## config.mk

```make
export PLATFORM = sky130hd
export DESIGN_NAME = class_score_ranker
export DESIGN_NICKNAME = d
export VERILOG_FILES = /design/src/rtl/class_score_ranker.sv
export SDC_FILE = /design/constraint.sdc
export NUM_CORES = 1
export LEC_CHECK = 0
export CAP_MARGIN = 20
export CORE_ASPECT_RATIO = 0.9
export CORE_UTILIZATION = 48
export CTS_CLUSTER_SIZE = 20
export DETAILED_ROUTE_END_ITERATION = 12
export PLACE_DENSITY = 0.87
export SETUP_SLACK_MARGIN = 0.2
export SYNTH_ARGS = -nofsm -noshare
export SYNTH_HDL_FRONTEND = slang
export SYNTH_SLANG_ARGS = --single-unit
```

## constraint.sdc

```tcl
create_clock -name clk -period 10.8 [get_ports clk]
set_input_delay 1.08 -clock clk [delete_from_list [all_inputs] [get_ports clk]]
set_output_delay 1.08 -clock clk [all_outputs]
set_load 0.03 [all_outputs]
```

## src/rtl/class_score_ranker.sv

```systemverilog
// Serial argmax ranker: latches one packed score vector, scans it one class per
// cycle, and presents best/runner-up/margin on a valid/ready result port.
module class_score_ranker #(
  parameter int DATA_WIDTH    = 16,
  parameter int NUM_CLASSES   = 15,
  parameter int TAG_WIDTH     = 4,
  parameter int MARGIN_THRESH = 1000,
  localparam int CLS_W        = $clog2(NUM_CLASSES)
) (
  input  logic                              clk,
  input  logic                              rst,
  input  logic                              score_valid,
  input  logic [NUM_CLASSES*DATA_WIDTH-1:0] scores,
  input  logic [TAG_WIDTH-1:0]              tag_in,
  output logic                              busy,
  output logic                              res_valid,
  input  logic                              res_ready,
  output logic [CLS_W-1:0]                  res_class,
  output logic [DATA_WIDTH-1:0]             res_score,
  output logic [CLS_W-1:0]                  res_second_class,
  output logic [DATA_WIDTH:0]               res_margin,
  output logic                              res_confident,
  output logic [TAG_WIDTH-1:0]              res_tag,
  output logic                              res_match,
  output logic [7:0]                        drop_count
);

  // state  | meaning
  // IDLE   | waiting for a score vector
  // SCAN   | comparing latched class idx against running best/second
  // RESULT | result presented, waiting for res_ready
  typedef enum logic [1:0] {IDLE, SCAN, RESULT} state_t;

  localparam int CMP_W = (CLS_W > TAG_WIDTH) ? CLS_W : TAG_WIDTH;
  localparam logic [DATA_WIDTH:0] THRESH = (DATA_WIDTH+1)'(MARGIN_THRESH);
  localparam logic [DATA_WIDTH-1:0] MOST_NEG = {1'b1, {(DATA_WIDTH-1){1'b0}}};

  state_t state, state_nx;

  logic [NUM_CLASSES*DATA_WIDTH-1:0] lat_scores;
  logic [TAG_WIDTH-1:0]              lat_tag;
  logic [CLS_W-1:0]                  idx;
  logic signed [DATA_WIDTH-1:0]      best, second, cur_score;
  logic [CLS_W-1:0]                  best_idx, second_idx;
  logic signed [DATA_WIDTH-1:0]      best_nx, second_nx;
  logic [CLS_W-1:0]                  best_idx_nx, second_idx_nx;
  logic [DATA_WIDTH:0]               margin_nx;
  logic                              last_cls;

  assign cur_score = lat_scores[int'(idx)*DATA_WIDTH +: DATA_WIDTH];
  assign last_cls  = (idx == CLS_W'(NUM_CLASSES-1));
  assign busy      = (state != IDLE);
  assign res_valid = (state == RESULT);

  always_ff @(posedge clk or posedge rst) begin
    if (rst) state <= IDLE;
    else     state <= state_nx;
  end

  always_comb begin
    state_nx = state;
    case (state)
      IDLE:    if (score_valid) state_nx = SCAN;
      SCAN:    if (last_cls)    state_nx = RESULT;
      RESULT:  if (res_ready)   state_nx = IDLE;
      default: state_nx = IDLE;
    endcase
  end

  // Class 1 always claims second unless it beats best, so an all-minimum
  // vector still reports the earliest later index as runner-up.
  always_comb begin
    best_nx       = best;
    best_idx_nx   = best_idx;
    second_nx     = second;
    second_idx_nx = second_idx;
    if (idx == '0) begin
      best_nx       = cur_score;
      best_idx_nx   = '0;
      second_nx     = MOST_NEG;
      second_idx_nx = '0;
    end else if (cur_score > best) begin
      second_nx     = best;
      second_idx_nx = best_idx;
      best_nx       = cur_score;
      best_idx_nx   = idx;
    end else if (idx == CLS_W'(1) || cur_score > second) begin
      second_nx     = cur_score;
      second_idx_nx = idx;
    end
  end

  assign margin_nx = {best_nx[DATA_WIDTH-1], best_nx} - {second_nx[DATA_WIDTH-1], second_nx};

  always_ff @(posedge clk or posedge rst) begin
    if (rst) begin
      lat_scores       <= '0;
      lat_tag          <= '0;
      idx              <= '0;
      best             <= '0;
      best_idx         <= '0;
      second           <= '0;
      second_idx       <= '0;
      res_class        <= '0;
      res_score        <= '0;
      res_second_class <= '0;
      res_margin       <= '0;
      res_confident    <= 1'b0;
      res_tag          <= '0;
      res_match        <= 1'b0;
    end else if (state == IDLE) begin
      if (score_valid) begin
        lat_scores <= scores;
        lat_tag    <= tag_in;
        idx        <= '0;
      end
    end else if (state == SCAN) begin
      best       <= best_nx;
      best_idx   <= best_idx_nx;
      second     <= second_nx;
      second_idx <= second_idx_nx;
      idx        <= idx + 1'b1;
      if (last_cls) begin
        res_class        <= best_idx_nx;
        res_score        <= best_nx;
        res_second_class <= second_idx_nx;
        res_margin       <= margin_nx;
        res_confident    <= (margin_nx >= THRESH);
        res_tag          <= lat_tag;
        res_match        <= (CMP_W'(best_idx_nx) == CMP_W'(lat_tag));
      end
    end
  end

  always_ff @(posedge clk or posedge rst) begin
    if (rst)
      drop_count <= 8'd0;
    else if (score_valid && state != IDLE && drop_count != 8'hFF)
      drop_count <= drop_count + 8'd1;
  end

endmodule

```

---- Yosys cells after proc, flatten, opt, wreduce, memory -nomap -nowiden ----
Cells that the tools add are included.
storage, ports and cells
  bits in registers ....................... 345
  word-level logic and storage cells ...... 62
  bits of input ports ..................... 248
cells by class
  reductions and logical operators ........ 12
  shifts and indexed selects .............. 1
  order comparisons ....................... 3
  $add $sub $neg .......................... 3
  bitwise operators ....................... 1
  muxes and demuxes ....................... 17
  equality and inequality tests ........... 9
operators by type and width
  operator              number
  $shiftx 240x9->16     1
  $mux 16               5
  $gt 16x16->1          2
  $mux 4                8
  $ge 17x10->1 const B  1
  $sub 16x16->17        1
  $add 8x1->8 const B   1
  $ne 8x8->1 const B    1
  $mux 2                3
  $pmux 2 s3            1
  $reduce_and 2->1      3
  $reduce_and 3->1      2
  $add 4x1->4 const B   1
  $eq 4x1->1 const B    1
  $eq 4x4->1            1
  $eq 4x4->1 const B    1
  $logic_not 4->1       1
  $ne 2x2->1 const B    2
  $reduce_bool 2->1     2
  $eq 2x1->1 const B    1
  $eq 2x2->1 const B    1
  $logic_and 1x1->1     2
  $logic_not 2->1       1
  $ne 2x1->1 const B    1
  other kinds (2)       2

---- Logic depth before layout (Yosys ltp) ----
Gate-level depths: netlist (run 1).
  word-level depth ........................ 8
  mapped depth ............................ 28

---- Worst setup path before layout (run 1) ----
No wires, ideal clock.
  kind .................................... reg2reg
  from .................................... register idx[1]
  to ...................................... register res_confident
  data required time ...................... 10.674 ns
  clock period less this slack ............ 6.006 ns
  path buffers ............................ 6
  stages on the path, launching flop included .. 27
  setup time .............................. 0.126 ns
  data arrival time ....................... 5.880 ns
  setup slack ............................. 4.794 ns
  path through ............................ dfrtp_1 -> clkbuf_1 -> buf_2 -> buf_1 -> mux2i_1 -> o21ai_0 -> mux4_2 -> ha_1 -> and4_1 -> a21oi_1 -> o21ai_0 -> o311a_2 -> nor2_2 -> buf_6 -> buf_2 -> clkbuf_1 -> a21oi_1 -> ha_1 -> fa_1 -> nand2b_1 -> a21oi_1 -> o41a_1 -> a21boi_0 -> xnor2_1 -> nor4_1 -> nand4_1 -> o32a_1
between the ends
  cells in the longest elaborated chain, start to end .. 8
  elaborated cells between the ends (all ways) .. 15
  classes of those cells .................. add/sub (1); order compare (3); eq/ne (2); shift (1); mux (5); reduce/logical (3)
RTL lines
  item                      line  text
  start: declaration        42    logic [CLS_W-1:0] idx;
  start signal: assignment  122   idx <= idx + 1'b1;
  $shiftx 240x9->16         50    assign cur_score = lat_scores[int'(idx)*DATA_WIDTH +: DATA_WIDTH];
  $gt 16x16->1              87    end else if (idx == CLS_W'(1) || cur_score > second) begin
  $logic_or 1x1->1          87
  $mux 16                   87
  $mux 16                   82    end else if (cur_score > best) begin
  $mux 16 (*)               77    if (idx == '0) begin
  via second_nx[0]          45    logic signed [DATA_WIDTH-1:0] best_nx, second_nx;
  $sub 16x16->17 (*)        93    assign margin_nx = {best_nx[DATA_WIDTH-1], best_nx} - {second_nx[DATA_WIDTH-1], second_nx};
  $ge 17x10->1 (*)          128   res_confident <= (margin_nx >= THRESH);
  end signal: assignment    128
  end: declaration          22    output logic res_confident,
Mark *: on every way through the listed nets, which the timed path passes. The rest lies on a longest branch.
A chain may end at the register's enable or synchronous reset.

---- Worst setup path in the final report (run 1) ----
  from .................................... register idx[0]
  to ...................................... register res_confident
between the ends
  elaborated cells between the ends (all ways) .. 15
  classes of those cells .................. add/sub (1); order compare (3); eq/ne (2); shift (1); mux (5); reduce/logical (3)
RTL lines
  item                line
  $shiftx 240x9->16   50
  $gt 16x16->1        82
  $mux 16             82
  $mux 16 (*)         77
  via best_nx[1]      45
  $sub 16x16->17 (*)  93
  $ge 17x10->1 (*)    128
Marked as above.

==> results.md, run 1 <==
* Kind of critical path: reg -> reg
* Antenna-violating nets left at 0
* DRT Pass-1 Iters at 6
* Min cycle time layout at 7.86 ns
* Core Area at 0.0353 mm2
* GR met1 Demand/Resource at 38.1%
* Port Buf Inserts at 304
* CTS tree: yes
* Critical Path AT at 8.27 ns
* R2R cell count at 21
* Post-CTS Resized at 0
* Worst slew pin tran at 1.18 ns
* CP max-delay cell: dfrtp_4
* Min-delay src: lat_scores[39]
* Avg Cell Area, Syn at 9.16 um2
* Vias/cell at 5.67
* Iter 0 DRT Violations at 1463
* Post-Route Skew at 0.0236 ns
* Maxcap violations at 0
* Vias at 15000
* Vias in the first global route at 15200
* CP Launch Type: flop
* CTS max path bufs at 3
* Status: finished, final reports clean
* Synth async-reset ratio at 100%
* Initial Util at 49.0%
* Max_slew headroom at 21.4%
* RSZ-0062 raised after global routing: no
* Syn_nets at 2190
* Hold Path Class: reg -> reg
* Chip width at 202 um
* Max incr delay on CP at 0.81 ns
* Reg2Reg Setup Slack at 2.94 ns
* Cts hold-fix bufs at 0
* CP Data Required Time at 11.21 ns
* I/O pin count at 305
* Wirelength per Cell at 20.2 um
* Worst-Skew Late Latency at 0.54 ns
* Die ar. at 0.0368 mm2
* Top FF cell, synth: dfrtp_1
* Fin. Hold Viols at 0
* Final Routed Wirelength at 53.1 mm
* Ys Warns at 0
* Worst-path clk slew at 0.06 ns
* Cell count after synthesis at 1888
* Total track usage at 29.2%
* H-Tree Depth at 2
* Remaining Overflow, GRT at 0
* Global-route met2 utilization at 47.5%
* Mapped cell area at 0.0173 mm2
* Setup TNS at 0 ns
* Crit. End Element: flop
* Most frequent cells in the layout: nand2_1 (856), dfrtp_1 (343), clkdlybuf4s50_1 (304)
* Final Wtd Congestion at 0.944
* Final setup viols at 0
* M3 GR Usage at 4.93%
* Share of post-route cells with drive strength above 1 at 7.58%
* Seq/Total Area, Yosys at 49.9%
* Syn-to-layout area delta at 26.8%
* Post-synth cell types at 55
* Crit-path cells: buf_4 -> mux4_2 -> mux4_2 -> ha_1 -> and4_1 -> a21oi_1 -> o21ai_0 -> o311a_2 -> nor3_2 -> buf_4 -> mux2i_1 -> inv_1 -> ha_1 -> nor2b_1 -> o31a_1 -> o31ai_1 -> a211oi_1 -> a311oi_1 -> xor2_1 -> nand4_1 -> o32a_1
* Initial antenna violation count at 2
* FF-to-FF End: res_confident
* Drt drc at 0
* Hold Crit Depth at 2
* Most Used Layer, Global Route: met2
* Max Fclk at 127 MHz
* Largest net degree at the start of global routing at 195
* EDFF count, synth at 0
* FF+latch count, synth at 345
* First-pass GRT wire length at 83.5 mm
* Most common cell after layout, fill and taps aside: nand2_1
* # clock sinks at 345
* DIE HEIGHT at 182 um
* CTS buffer count at 37
* CTS root buf: clkbuf_16
* Top fanout value on the critical path at 45
* Tcrit/Tclk final at 72.8%
* Final net count at 2439
* DP HPWL at 38.6 mm
* Hold Path Sink: lat_scores[39]
* Reg-to-reg critical path startpoint: idx[0]
* Max Slew Vio Count at 0
* Post-CTS Setup Repair Bufs at 0
* Num rows at 65
-- stage by stage --
step / cells / instance area, um2 / hold slack [ns] / util (%) / setup WS (ns)
floorplan: 1888 / 17300 / 0.440 / - / 4.79
global placement: 2564 / 20600 / 0.455 / 58.5 / 3.17
detailed placement: 2564 / 20600 / 0.459 / 58.5 / 3.06
CTS: 2630 / 21900 / 0.474 / 62.0 / 3.00
global route: 2635 / 21900 / 0.492 / 62.2 / 2.40
finish: 2636 / 21900 / 0.472 / 62.2 / 2.94
-- flip-flops by register name (all words and copies together) (netlist names), 2 cells and up --
signal and count:
lat_scores 240, res_margin 17, best 16, res_score 16, second 16, drop_count 8
best_idx 4, idx 4, lat_tag 4, res_class 4, res_second_class 4, res_tag 4
second_idx 4, state 2
-- synthesized netlist by cell type (4+ instances only) --
| cell | number | share of area (%) |
|---|---|---|
| nor2_1 | 31 | 0.67 |
| a21oi_1 | 45 | 1.3 |
| clkbuf_1 | 90 | 2.0 |
| mux2_2 | 4 | 0.26 |
| nand4_1 | 9 | 0.33 |
| nor3_1 | 5 | 0.14 |
| ha_1 | 53 | 3.8 |
| o21a_1 | 9 | 0.39 |
| inv_1 | 54 | 1.2 |
| xnor2_1 | 20 | 1.0 |
| o211ai_1 | 6 | 0.26 |
| nor2b_1 | 6 | 0.22 |
| mux2i_1 | 50 | 2.9 |
| dfrtp_1 | 345 | 50 |
| o21ai_0 | 106 | 3.1 |
| nand2b_1 | 5 | 0.18 |
| nor4_1 | 17 | 0.61 |
| mux4_2 | 64 | 8.3 |
| nand2_1 | 857 | 19 |
| and3_1 | 5 | 0.18 |
| a211oi_1 | 4 | 0.17 |
| buf_2 | 10 | 0.29 |
| xor2_1 | 5 | 0.25 |
| a21o_1 | 20 | 0.87 |
| buf_4 | 4 | 0.17 |
| buf_1 | 7 | 0.15 |
| a31oi_1 | 5 | 0.18 |
| nand3_1 | 13 | 0.38 |
-- worst max-delay path by stage --
stage               startpoint       endpoint  slack, ns
floorplan               idx[1]  res_confident       4.79
global placement        idx[0]  res_confident       3.17
detailed placement      idx[0]  res_confident       3.06
CTS                     idx[0]  res_confident       3.00
global route            idx[0]  res_confident       2.40
finish                  idx[0]  res_confident       2.94
-- area by class of cell --
cell class                      count  area [um2]
Clock inverter                     19         210
Fill cell                        2714       13400
Clock buffer                       47        1030
Inverter                           54         206
Timing Repair Buffer              322        3220
Sequential cell                   345        8640
Antenna cell                        3        7.51
Tap cell                          469         587
Multi-Input combinational cell   1377        8030
-- critical path: cells and delay by family, from the launching register on --
kind	cells	cell delay [ns]
XOR/XNOR	1	0.20
flip-flops	1	0.81
multiplexers	3	1.54
AO/OA/AOI/OAI	8	2.20
buffers and inverters	3	1.11
AND/OR/NAND/NOR	4	1.20
adder cells (fa/ha/maj)	2	0.65
-- metal layers --
layer | share of wire [%] | vias up
li1 | - | 6732
met1 | 39 | 7222
met2 | 46 | 828
met3 | 8.8 | 169
met4 | 5.5 | 0
met5 | 0 | -
-- logic make-up (layout without fill, tap and decap cells) --
group	count (synthesis)	after routing	synth area share, %
and+or+nand+nor	960	960	21.9
DFF	345	345	49.9
AOI/OAI and AO/OA	220	220	7.72
buffers and inverters	166	442	3.80
muxes	118	118	11.5
adders and majority gates	54	54	3.95
xor gates and xnor gates	25	25	1.27
other	0	3	0
Power of run 1 is left out: the tool's default activity adds up to more than one toggle a clock period on the data nets, which glitch-free logic cannot reach.
==> inputs of run 2 (changes only) <==
Settings changed: CORE_UTILIZATION 48 to 54, PLACE_DENSITY 0.87 to 0.92.
Clock period 10.8 ns to 8.1 ns, I/O delays scaled along.
==> results.md, run 2 (synthesis gave the netlist of run 1 again) <==
* Final net count at 2447 (+0.33%)
* DP HPWL at 38.2 mm (-0.91%)
* Most common cell after layout, fill and taps aside: nand2_1
* Share of post-route cells with drive strength above 1 at 7.60% (+0.025 points)
* Max incr delay on CP at 0.65 ns (-0.16 ns)
* Buf+Inv Stages, Crit Path at 2 (-1)
* Initial Util at 55.4% (+6.4 points)
* DRT Pass-1 Iters at 7 (+1)
* CTS tree: yes
* Most frequent cells in the layout: nand2_1 (856), dfrtp_1 (343), clkdlybuf4s50_1 (304)
* Max Slew Vio Count at 0 (unchanged)
* Vias in the first global route at 15200 (+0.44%)
* Highest Signal Layer: met4
* Max_slew headroom at 32.4% (+11 points)
* Status: finished, final reports clean
* Largest net degree at the start of global routing at 119 (-39%)
* Iter 0 DRT Violations at 1525 (+4.2%)
* Met2 wire len at 25.4 mm (+3.2%)
* Port Buf Inserts at 304 (unchanged)
* First-pass GRT wire length at 82.9 mm (-0.64%)
* CTS buffer count at 37 (unchanged)
* Final Routed Wirelength at 53.5 mm (+0.78%)
* Hold Path Class: reg -> reg
* CP max-delay cell: and3_1
* # clock sinks at 345 (unchanged)
* CP delay by family, top: compound AO/OA/AOI/OAI gates
* CP Launch Type: flop
* Final Wtd Congestion at 0.949 (+0.60%)
* Num rows at 61 (-6.2%)
* CTS root buf: clkbuf_16
* Die ar. at 0.0328 mm2 (-11%)
* Setup TNS at 0 ns (unchanged)
* Min cycle time layout at 7.35 ns (-0.510 ns)
* Post-CTS Setup Repair Bufs at 0 (unchanged)
* CTS max path bufs at 3 (unchanged)
* Kind of critical path: reg -> reg
* Syn-to-layout area delta at 26.6%
* Vias at 15300 (+2.5%)
* Chip width at 191 um (-5.7%)
* Tcrit/Tclk final at 90.7% (+18 points)
* Post-CTS Resized at 0 (unchanged)
* Worst slew pin tran at 1.01 ns (-0.167 ns)
* Fin. Hold Viols at 0 (unchanged)
* Metal-1 WL at 20.0 mm (-4.1%)
* Final setup viols at 0 (unchanged)
* RSZ-0062 raised after global routing: no
* H-Tree Depth at 2 (unchanged)
* Antenna-violating nets left at 0 (unchanged)
* Fin util at 70.2% (+8.0 points)
* Worst-path clk slew at 0.06 ns (about the same)
* Core Area at 0.0312 mm2 (-12%)
* Top Registers: lat_scores: 240 flops, res_margin: 17 flops
* Routed met3 length at 5.00 mm (+7.0%)
* Crit-path cells: buf_12 -> mux4_2 -> mux4_2 -> ha_1 -> nand4_1 -> nor4_1 -> o21a_1 -> or3_1 -> and3_1 -> buf_4 -> mux2i_1 -> a21o_1 -> ha_1 -> o21a_1 -> o31a_1 -> o31ai_1 -> a211oi_1 -> a311oi_1 -> xor2_1 -> nand4_1 -> o32a_1
* I/O pin count at 305 (unchanged)
* DIE HEIGHT at 172 um (-5.7%)
* Remaining Overflow, GRT at 0 (unchanged)
* CP Data Required Time at 8.52 ns (-2.69 ns)
* Biggest register: lat_scores
* Worst-Skew Late Latency at 0.54 ns (about the same)
* Drt drc at 0 (unchanged)
* Wirelength per Cell at 20.7 um (+2.9%)
* Vias/cell at 5.94 (+4.7%)
* Crit. End Element: flop
* Critical Path AT at 7.77 ns (-0.50 ns)
* Top fanout value on the critical path at 61 (+36%)
* Total track usage at 33.2% (+4.0 points)
* Max FFs per register at 240 (unchanged)
* Post-Route Skew at 0.0242 ns (+0.000559 ns)
* Cts hold-fix bufs at 0 (unchanged)
* Max Fclk at 136 MHz (+6.9%)
* Initial antenna violation count at 1 (-1)
* Maxcap violations at 0 (unchanged)
run 2: cell types whose count changed in the layout (fill, tap and decap cells not counted), sizes merged:
| cell | previous run | this run |
|---|---|---|
| buf | 18 | 26 |
| clkbuf | 47 | 54 |
| clkinv | 11 | 5 |
| bufinv | 3 | 1 |
| diode | 3 | 2 |
| inv | 55 | 54 |
run 2: per-layer routing:
metal  GRT usage [%]  up-vias
li1                -     6749
met1            42.1     7411
met2            54.3      970
met3            6.30      200
met4            17.9        0
met5               0        -
run 2: path summary, 6_finish.rpt:
| kind | start | to | slack (ns) | depth (start not counted) |
|---|---|---|---|---|
| setup / recovery | idx[0] | res_confident | 0.75 | 21 |
| hold / removal | lat_scores[48] | lat_scores[48] | 0.47 | 2 |
| setup reg to reg | idx[0] | res_confident | 0.75 | 21 |
| hold reg to reg | lat_scores[48] | lat_scores[48] | 0.47 | 2 |
| max in group asynchronous | rst | lat_scores[237] | 5.56 | 4 |
| min in group asynchronous | rst | best[11] | 0.67 | 2 |
run 2: cell type report:
cell class	instances	area, um2
fillers	2130	9310
flip-flops and latches	345	8640
multi-input cells	1377	8030
repair buffers	330	3320
clock buffers	54	1080
well taps	409	512
inverters	54	206
clock inverters	10	113
diodes	2	5.00
run 2: worst min-delay path: stages (launching register included):
cell and delay, ns:
dfrtp_1 0.34, nand2_1 0.05, nand2_1 0.05
run 2: metrics by stage:
| step | setup WS (ns) | hold WS [ns] | instances | area (um2) |
|---|---|---|---|---|
| after floorplan | 2.09 | 0.440 | 1888 | 17300 |
| after global placement | 1.09 | 0.453 | 2512 | 20600 |
| after detailed placement | 1.03 | 0.459 | 2512 | 20600 |
| after CTS | 0.998 | 0.474 | 2576 | 21800 |
| after global routing | 0.413 | 0.483 | 2580 | 21900 |
| final | 0.753 | 0.473 | 2581 | 21900 |
Power of run 2 is left out for the same reason.
==> inputs of run 3 (changes only) <==
Settings changed: CORE_MARGIN from default to 1, CORE_UTILIZATION 54 to 55, CTS_BUF_LIST from default to sky130_fd_sc_hd__clkbuf_2, PLACE_DENSITY 0.92 to 0.93.
==> results.md, run 3 (synthesis gave the netlist of run 1 again) <==
* Crit. End Element: flop
* Reg area at 0.00864 mm2 (unchanged)
* Syn-to-layout area delta at 23.7%
* Fin util at 69.3% (-0.91 points)
* Top Registers: lat_scores: 240 flops, res_margin: 17 flops
* Cts hold-fix bufs at 0 (unchanged)
* CTS buffer count at 86 (+130%)
* Maxcap violations at 0 (unchanged)
* I/O pin count at 305 (unchanged)
* CTS tree: yes
* Num rows at 61 (unchanged)
* DRT Pass-1 Iters at 6 (-1)
* Final WS setup at 0.813 ns (+0.0601 ns)
* Vias at 15500 (+0.91%)
* CP Launch Type: flop
* Crit-path cells: buf_4 -> mux4_2 -> mux4_2 -> ha_1 -> nand4_1 -> nor4_1 -> o21a_1 -> or3_1 -> and3_1 -> buf_4 -> mux2i_1 -> a21o_1 -> ha_1 -> o211ai_1 -> a21oi_1 -> o41a_1 -> a21boi_0 -> xnor2_1 -> nor4_1 -> nand4_1 -> o32a_1
* H-Tree Depth at 3 (+1)
* Reg-to-reg critical path startpoint: idx[0]
* CP Data Required Time at 8.88 ns (+0.36 ns)
* Max Slew Vio Count at 0 (unchanged)
* Reg2Reg Setup Slack at 0.81 ns (+0.06 ns)
* Post-CTS Setup Repair Bufs at 0 (unchanged)
* Remaining Overflow, GRT at 0 (unchanged)
* Max incr delay on CP at 0.83 ns (+0.18 ns)
* RSZ-0062 raised after global routing: no
* Worst slew pin tran at 1.14 ns (+0.131 ns)
* Initial antenna violation count at 2 (+1)
* Share of post-route cells with drive strength above 1 at 10.2% (+2.6 points)
* CTS max path bufs at 3 (unchanged)
* Fill cells at 2224 (+4.4%)
* Pre-CTS setup slack at 1.06 ns (+0.0287 ns)
* R2R cell count at 21 (unchanged)
* Fin. Hold Viols at 0 (unchanged)
* Vias/cell at 5.81 (-2.2%)
* Largest net degree at the start of global routing at 248 (+110%)
* Buf+Inv Stages, Crit Path at 2 (unchanged)
* Iter 0 DRT Violations at 1768 (+16%)
* Most common cell after layout, fill and taps aside: nand2_1
* Drt drc at 0 (unchanged)
* Post-Route Skew at 0.0863 ns (+0.0622 ns)
* Hold Crit Depth at 3 (+1)
* Biggest register: lat_scores
* Total track usage at 34.1% (+0.88 points)
* Multi-input logic area at 0.00803 mm2 (unchanged)
* FF-to-FF End: res_confident
* Core Area at 0.0309 mm2 (-0.98%)
* Die ar. at 0.0322 mm2 (-1.8%)
* Worst-path clk slew at 0.11 ns (+0.05 ns)
* DP HPWL at 38.5 mm (+0.82%)
* Final net count at 2488 (+1.7%)
* Max Fclk at 137 MHz (+0.83%)
* Worst-Skew Late Latency at 0.94 ns (+0.40 ns)
* Hold Path Sink: lat_scores[82]
* # clock sinks at 345 (unchanged)
* Kind of critical path: reg -> reg
* Hold Path Class: in -> reg
* Placed cell area at 0.0206 mm2 (about the same)
* Tcrit/Tclk final at 90.0% (-0.74 points)
* DIE HEIGHT at 170 um (-0.90%)
* CTS root buf: clkbuf_2
* Port Buf Inserts at 304 (unchanged)
* WP depth at 21 (unchanged)
* First-pass GRT wire length at 83.8 mm (+1.1%)
* Final setup viols at 0 (unchanged)
* Min cycle time layout at 7.29 ns (-0.0601 ns)
* Setup TNS at 0 ns (unchanged)
* Max_slew headroom at 23.8% (-8.6 points)
* Antenna-violating nets left at 0 (unchanged)
* Final instance area at 0.0214 mm2 (-2.3%)
* Post-CTS Resized at 0 (unchanged)
* Chip width at 189 um (-0.90%)
* Final Wtd Congestion at 0.960 (+1.1%)
* Status: finished, final reports clean
* Vias in the first global route at 15400 (+1.3%)
* Most frequent cells in the layout: nand2_1 (856), dfrtp_1 (343), clkdlybuf4s50_1 (304)
* Top fanout value on the critical path at 31 (-49%)
* Min-delay src: scores[82]
* Wirelength per Cell at 20.1 um (-2.9%)
* Initial Util at 56.0% (+0.55 points)
* CP delay by family, top: simple AND/OR/NAND/NOR gates
* Max FFs per register at 240 (unchanged)
* CP max-delay cell: dfrtp_4
* Final Routed Wirelength at 53.6 mm (+0.17%)
* Critical Path AT at 8.06 ns (+0.29 ns)
-- run 3: cell types whose count changed in the layout (fill, tap and decap cells not counted), moves of 2 or more --
cell | previous run | this run
buf_12 | 3 | 5
buf_4 | 21 | 12
clkbuf_1 | 9 | 0
clkbuf_16 | 38 | 0
clkbuf_2 | 0 | 120
clkbuf_8 | 7 | 0
clkinv_1 | 0 | 27
clkinv_2 | 3 | 1
-- run 3: metrics by stage --
| stage | cells | hold slack (ns) |
|---|---|---|
| after CTS | 2660 | 0.327 |
| after detailed placement | 2506 | 0.457 |
| after global placement | 2506 | 0.453 |
| after global routing | 2663 | 0.349 |
| after floorplan | 1888 | 0.440 |
| final | 2663 | 0.393 |
-- run 3: worst max-delay path by stage --
stage / endpoint / from
2_1_floorplan: res_confident / idx[1]
3_3_place_gp: res_confident / idx[0]
3_5_place_dp: res_confident / idx[0]
4_1_cts: res_confident / idx[0]
5_1_grt: res_confident / idx[0]
6_report: res_confident / idx[0]
-- run 3: cell type report --
cell class | count | area share [%]
Antenna cell | 2 | 0.0234
Clock buffer | 120 | 2.81
Clock inverter | 34 | 0.707
Inverter | 54 | 0.964
Multi-Input combinational cell | 1377 | 37.5
Sequential cell | 345 | 40.4
Tap cell | 409 | 2.39
Timing Repair Buffer | 322 | 15.2
-- run 3: routing by layer --
layer,track usage (%),vias to the layer above,part of all wire (%)
met2,53.8,982,47
met1,42.4,7386,37
met4,20.4,2,6.0
met5,0.769,-,0.063
met3,8.95,213,11
li1,-,6886,-
-- run 3: worst min-delay path: stages --
cell and delay [ns]:
clkdlybuf4s50_1 0.40, nand2_1 0.05, nand2_1 0.04
Power of run 3 is left out for the same reason.
